<file path="config.mk">
export PLATFORM = sky130hd
export DESIGN_NAME = pc_sequencer
export DESIGN_NICKNAME = d
export VERILOG_FILES = /design/src/rtl/core_pkg.sv /design/src/rtl/pc_sequencer_return_stack.sv /design/src/rtl/pc_sequencer.sv
export SDC_FILE = /design/constraint.sdc
export NUM_CORES = 1
export LEC_CHECK = 0
export BUFFER_PORTS_ARGS = -buffer_cell sky130_fd_sc_hd__buf_2
export CORE_MARGIN = 2
export CORE_UTILIZATION = 54
export DETAILED_ROUTE_END_ITERATION = 10
export PLACE_DENSITY = 0.77
export SYNTH_ARGS = -nofsm -noshare
export SYNTH_HDL_FRONTEND = slang
export SYNTH_SLANG_ARGS = --single-unit
</file>
<file path="constraint.sdc">
create_clock -name clk -period 3.7 [get_ports clk]
set_input_delay 0.555 -clock clk [delete_from_list [all_inputs] [get_ports clk]]
set_output_delay 0.555 -clock clk [all_outputs]
set_load 0.05 [all_outputs]
</file>
<file path="src/rtl/core_pkg.sv">
// Shared definitions for the midrange core: stack-overflow modes, default
// vectors and the program-counter action encoding.
package core_pkg;

  localparam int STACK_MODE_CIRCULAR  = 0;
  localparam int STACK_MODE_SATURATE  = 1;

  localparam int DEFAULT_RESET_VECTOR = 0;
  localparam int DEFAULT_INT_VECTOR   = 4;

  // One PC action is taken per cycle, picked from the decoder requests.
  typedef enum logic [2:0] {
    ACT_HOLD,
    ACT_INCR,
    ACT_PCL,
    ACT_JUMP,
    ACT_CALL,
    ACT_RET,
    ACT_INT
  } pc_action_e;

endpackage

</file>
<file path="src/rtl/pc_sequencer_return_stack.sv">
// Hardware return stack: entry array, next-free pointer, saturating occupancy
// and sticky overflow/underflow flags. Push and pop are mutually exclusive.
module return_stack
  import core_pkg::*;
#(
  parameter int PC_WIDTH    = 13,
  parameter int STACK_DEPTH = 8,
  parameter int STACK_MODE  = STACK_MODE_CIRCULAR
) (
  input  logic                             clk,
  input  logic                             rst,
  input  logic                             push,
  input  logic                             pop,
  input  logic [PC_WIDTH-1:0]              push_data,
  input  logic                             err_clr,
  output logic [PC_WIDTH-1:0]              top,
  output logic [$clog2(STACK_DEPTH+1)-1:0] count,
  output logic                             ovf,
  output logic                             unf
);

  localparam int SP_W  = $clog2(STACK_DEPTH);
  localparam int CNT_W = $clog2(STACK_DEPTH+1);
  localparam bit CIRC  = (STACK_MODE == STACK_MODE_CIRCULAR);

  logic [PC_WIDTH-1:0] mem [STACK_DEPTH];
  logic [SP_W-1:0]     sp;
  logic [SP_W-1:0]     sp_m1;
  logic                full;
  logic                empty;

  assign sp_m1 = sp - 1'b1;
  assign full  = (count == CNT_W'(STACK_DEPTH));
  assign empty = (count == '0);
  // In circular mode an empty pop reads the wrapped slot, which is also sp-1.
  assign top   = mem[sp_m1];

  always_ff @(posedge clk or posedge rst) begin
    if (rst) begin
      sp    <= '0;
      count <= '0;
      ovf   <= 1'b0;
      unf   <= 1'b0;
      for (int i = 0; i < STACK_DEPTH; i++) mem[i] <= '0;
    end else begin
      // Clear first so a new error in the same cycle overrides it.
      if (err_clr) begin
        ovf <= 1'b0;
        unf <= 1'b0;
      end
      if (push) begin
        if (full) ovf <= 1'b1;
        if (!full || CIRC) begin
          mem[sp] <= push_data;
          sp      <= sp + 1'b1;
        end
        if (!full) count <= count + 1'b1;
      end else if (pop) begin
        if (empty) unf <= 1'b1;
        if (!empty || CIRC) sp <= sp_m1;
        if (!empty) count <= count - 1'b1;
      end
    end
  end

endmodule

</file>
<file path="src/rtl/pc_sequencer.sv">
// Program counter, PCLATH and request priority for the midrange core; the
// return stack lives in return_stack.
module pc_sequencer
  import core_pkg::*;
#(
  parameter int PC_WIDTH     = 13,
  parameter int JUMP_WIDTH   = 11,
  parameter int STACK_DEPTH  = 8,
  parameter int RESET_VECTOR = DEFAULT_RESET_VECTOR,
  parameter int INT_VECTOR   = DEFAULT_INT_VECTOR,
  parameter int STACK_MODE   = STACK_MODE_CIRCULAR
) (
  input  logic                             clk,
  input  logic                             rst,
  input  logic                             pc_incr_en,
  input  logic                             pc_j_en,
  input  logic                             pc_j_and_push_en,
  input  logic                             pc_j_by_pop_en,
  input  logic                             pc_int_en,
  input  logic [JUMP_WIDTH-1:0]            pc_j_addr,
  input  logic                             pclath_wr_en,
  input  logic [PC_WIDTH-9:0]              pclath_in,
  input  logic                             pcl_wr_en,
  input  logic [7:0]                       pcl_in,
  output logic [PC_WIDTH-1:0]              pc_out,
  output logic [7:0]                       pclath_out,
  output logic [$clog2(STACK_DEPTH+1)-1:0] stack_count,
  output logic                             stack_ovf,
  output logic                             stack_unf,
  input  logic                             stack_err_clr
);

  logic [PC_WIDTH-1:0] pc_q;
  logic [PC_WIDTH-1:0] pc_d;
  logic [PC_WIDTH-9:0] pclath_q;
  logic [PC_WIDTH-1:0] pc_plus1;
  logic [PC_WIDTH-1:0] jump_target;
  logic [PC_WIDTH-1:0] pcl_target;
  logic [PC_WIDTH-1:0] ret_target;
  logic [PC_WIDTH-1:0] stk_top;
  logic [PC_WIDTH-1:0] push_data;
  logic                push;
  logic                pop;
  pc_action_e          action;

  always_comb begin
    action = ACT_HOLD;
    if      (pc_int_en)        action = ACT_INT;
    else if (pc_j_by_pop_en)   action = ACT_RET;
    else if (pc_j_and_push_en) action = ACT_CALL;
    else if (pc_j_en)          action = ACT_JUMP;
    else if (pcl_wr_en)        action = ACT_PCL;
    else if (pc_incr_en)       action = ACT_INCR;
  end

  assign pc_plus1    = pc_q + 1'b1;
  assign jump_target = {pclath_q[PC_WIDTH-9:JUMP_WIDTH-8], pc_j_addr};
  assign pcl_target  = {pclath_q, pcl_in};
  // A saturating stack has nothing to return to when empty, so restart.
  assign ret_target  = (STACK_MODE == STACK_MODE_SATURATE && stack_count == '0)
                       ? PC_WIDTH'(RESET_VECTOR) : stk_top;

  assign push      = (action == ACT_INT) || (action == ACT_CALL);
  assign pop       = (action == ACT_RET);
  assign push_data = (action == ACT_INT) ? pc_q : pc_plus1;

  always_comb begin
    pc_d = pc_q;
    case (action)
      ACT_INT:  pc_d = PC_WIDTH'(INT_VECTOR);
      ACT_RET:  pc_d = ret_target;
      ACT_CALL: pc_d = jump_target;
      ACT_JUMP: pc_d = jump_target;
      ACT_PCL:  pc_d = pcl_target;
      ACT_INCR: pc_d = pc_plus1;
      default:  pc_d = pc_q;
    endcase
  end

  always_ff @(posedge clk or posedge rst) begin
    if (rst) begin
      pc_q     <= PC_WIDTH'(RESET_VECTOR);
      pclath_q <= '0;
    end else begin
      pc_q <= pc_d;
      if (pclath_wr_en) pclath_q <= pclath_in;
    end
  end

  assign pc_out     = pc_q;
  assign pclath_out = 8'(pclath_q);

  return_stack #(
    .PC_WIDTH    (PC_WIDTH),
    .STACK_DEPTH (STACK_DEPTH),
    .STACK_MODE  (STACK_MODE)
  ) u_stack (
    .clk       (clk),
    .rst       (rst),
    .push      (push),
    .pop       (pop),
    .push_data (push_data),
    .err_clr   (stack_err_clr),
    .top       (stk_top),
    .count     (stack_count),
    .ovf       (stack_ovf),
    .unf       (stack_unf)
  );

endmodule
</file>
==> results.sh <==
export IMPL_cts_clk_slew_worst_paths_ns=0.06
export IMPL_wirelength_met1_um=6690
export IMPL_start_kind="flip-flop"
export IMPL_drc=0
export IMPL_worst_hold_slack_ns=0.317
export IMPL_p_sw_mw=2.65
export IMPL_syn_to_final_growth_pct=15.1
export IMPL_dpl_worst_slack_ns=1.16
export IMPL_syn_area_sq_um=6360
export IMPL_synth_top_area_share_pct=51.5
export IMPL_synth_area_leaders="dfrtp_1 (52%), mux4_2 (7.8%), nand2_1 (6.9%)"
export IMPL_h_tree_depth=4
export IMPL_p_clk_share_pct=26.8
export IMPL_dr_wl_met3_um=1050
export IMPL_dr_first_iter_drc_count=550
export IMPL_synthMostInstantiatedCell="dfrtp_1"
export IMPL_cts_tree="yes"
export IMPL_grt_setup_unrepaired="false"
export IMPL_portBuffers=57
export IMPL_synth_top_area_cell="dfrtp_1"
export IMPL_crit_path_max_fanout=11
export IMPL_cp_end_kind="flip-flop"
export IMPL_r2r_cells=8
export IMPL_ir_drop_v=0.000568
export IMPL_internal_power_mw=4.31
export IMPL_synth_cell_types=57
export IMPL_grt_pass1_vias=4985
export IMPL_drv_cap=0
export IMPL_pin_count=61
export IMPL_fmax_ghz=0.394
export IMPL_synth_mux_area_share_pct=11.2
export IMPL_post_route_util_pct=63.8
export IMPL_synth_cells=602
export IMPL_drv_slew=0
export IMPL_synth_edf_count=0
export IMPL_via_count=4875
export IMPL_required_ns=3.98
export IMPL_hold_path_class="input port to asynchronous set/reset pin"
export IMPL_ys_warnings_count=0
export IMPL_outcome="finished clean"
export IMPL_period_needed_ns=2.54
export IMPL_synth_compound_area_share_pct=14.1
export IMPL_async_flop_share_pct=100
export IMPL_worstSetupPathType="flip-flop to flip-flop"
export IMPL_diodes=0
export IMPL_gp_congestion=0.838
export IMPL_crit_arrival_ns=2.81
export IMPL_routed_top_layer="met4"
export IMPL_grt_ovfl_total=0
export IMPL_finalHoldViolations=0
export IMPL_ant_nets=0
export IMPL_tightest_slew_ns=1.15
export IMPL_ys_flop_type="dfrtp_1"
export IMPL_fp_row_count=39
export IMPL_post_cts_buffers=0
export IMPL_setup_tns_ns=0
export IMPL_synthAdderAreaFrac_pct=0.983
export IMPL_cts_made_buffers=17
export IMPL_power_switching_share_pct=38.0
export IMPL_synth_xor_area_share_pct=4.37
export IMPL_setup_slack_ns=1.16
export IMPL_clockBufferDepth=2
export IMPL_setup_viol=0
export IMPL_routed_wl_um=15300
export IMPL_fp_dieW_um=113
export IMPL_place_hpwl_um=9690
export IMPL_max_slew_margin_pct=22.6
export IMPL_grt_antenna_before_repair=0
export IMPL_p_per_area_nw_per_um2=950
export IMPL_clock_sinks=131
export IMPL_via_per_inst=6.09
export IMPL_coreArea_sq_um=11500
export IMPL_yosys_top_cells_count="dfrtp_1 (131), nand2_1 (117), o21ai_0 (47)"
export IMPL_clockRootBuffer="clkbuf_16"
export IMPL_wl_per_cell_um=19.2
export IMPL_min_period_over_period_pct=68.5
export IMPL_p_seq_share_pct=34.8
export IMPL_syn_area_per_cell_sq_um=10.6
export IMPL_ys_ff_latch=131
export IMPL_synth_top_family_by_area="compound AO/OA/AOI/OAI gates"
export IMPL_cts_resized=0
export IMPL_drive_above_1_share_pct=21.3
export IMPL_pwr_share_comb_pct=38.4
export IMPL_die_height_um=113
export IMPL_met2_length_um=7240
export IMPL_ys_seq_area_share_pct=51.5
export IMPL_final_fill_count=828
export IMPL_clock_skew_final_ns=0.00594
export IMPL_die_area_sq_um=12700
export IMPL_final_nets=683
export IMPL_start_util_pct=55.5
export IMPL_clock_latency_ns=0.41
export IMPL_grt_max_degree=132
export IMPL_cellLeakagePower_nw=3.24
export IMPL_drtPass1Iterations=5
export IMPL_grt_pass1_wl_um=25400
export IMPL_cts_hold_buffers=0
export IMPL_synthSimpleGateAreaFrac_pct=13.2
export IMPL_grt_usage_pct=25.7
layout by cell type (no fill, tap or decap), types with 6 or more instances in the layout:
cell | netlist | routed
a21oi_1 | 17 | 17
a221oi_1 | 6 | 6
buf_2 | 21 | 57
buf_4 | 5 | 8
clkbuf_16 | 0 | 17
dfrtp_1 | 131 | 131
mux2_2 | 7 | 7
mux2i_1 | 14 | 14
mux4_2 | 22 | 22
nand2_1 | 117 | 117
nand3_1 | 14 | 14
nand4_1 | 11 | 11
nor2_1 | 22 | 22
o21ai_0 | 47 | 47
o21ai_1 | 46 | 46
xnor2_1 | 11 | 11
xor2_1 | 17 | 17
power groups by stage:
stage               Clock (mW)  Combinational, mW  Sequential [mW]
detailed placement           0               2.63             2.42
global route              1.94               2.93             2.48
floorplan                    0               1.87             2.54
CTS                       1.88               2.67             2.40
global placement             0               2.57             2.37
finish                    1.87               2.67             2.42
sequential cells by signal, indices dropped and copies added (netlist names):
register,count
u_stack.unf,1
u_stack.ovf,1
pc_out,13
pclath_q,5
u_stack.mem,104
u_stack.sp,3
u_stack.count,4
layout make-up:
cell class | count | area, sq um | area share [%]
Inverter | 8 | 35.0 | 0.479
Timing Repair Buffer | 66 | 365 | 4.99
Multi-Input combinational cell | 420 | 2800 | 38.3
Sequential cell | 131 | 3280 | 44.8
Tap cell | 143 | 179 | 2.44
Clock inverter | 9 | 174 | 2.38
Clock buffer | 23 | 488 | 6.67
worst max-delay path: stages, from the launching register on:
cell	delay (ns)
dfrtp_1	0.42
inv_1	0.11
ha_1	0.69
buf_4	0.32
mux4_2	0.33
nand2_1	0.08
a21oi_1	0.10
a221oi_1	0.23
o21ai_0	0.13
worst paths after layout:
| kind | start | end | slack, ns |
|---|---|---|---|
| worst min register to register | u_stack.mem[79] | u_stack.mem[79] | 0.48 |
| worst max register to register | u_stack.sp[1] | pc_out[6] | 1.16 |
| min in group clk | pclath_in[3] | pclath_q[3] | 0.38 |
| worst max-delay path | u_stack.sp[1] | pc_out[6] | 1.16 |
| max in group asynchronous | rst | u_stack.mem[65] | 2.84 |
| worst min-delay path | rst | pc_out[9] | 0.32 |
layer usage:
metal	vias to the layer above	track usage (%)
li1	2226	-
met1	2394	33.9
met2	220	41.2
met3	35	6.53
met4	0	10.1
met5	-	0
logic make-up (layout without fill, tap and decap cells):
kind of cell    after synthesis  after routing
simple gates                188            188
compound gates              151            151
flops                       131            131
buf+inv                      53            106
mux                          43             43
xor+xnor                     30             30
fa+ha+maj                     5              5
other cells                   1              3
through the flow:
stage	total power, mW	area, sq um	instances
floorplan	4.41	6370	604
CTS	6.95	7320	800
detailed placement	5.05	6660	768
global placement	4.94	6660	768
finish	6.95	7320	800
global route	7.34	7320	800
(Power assumes the default switching activity.)
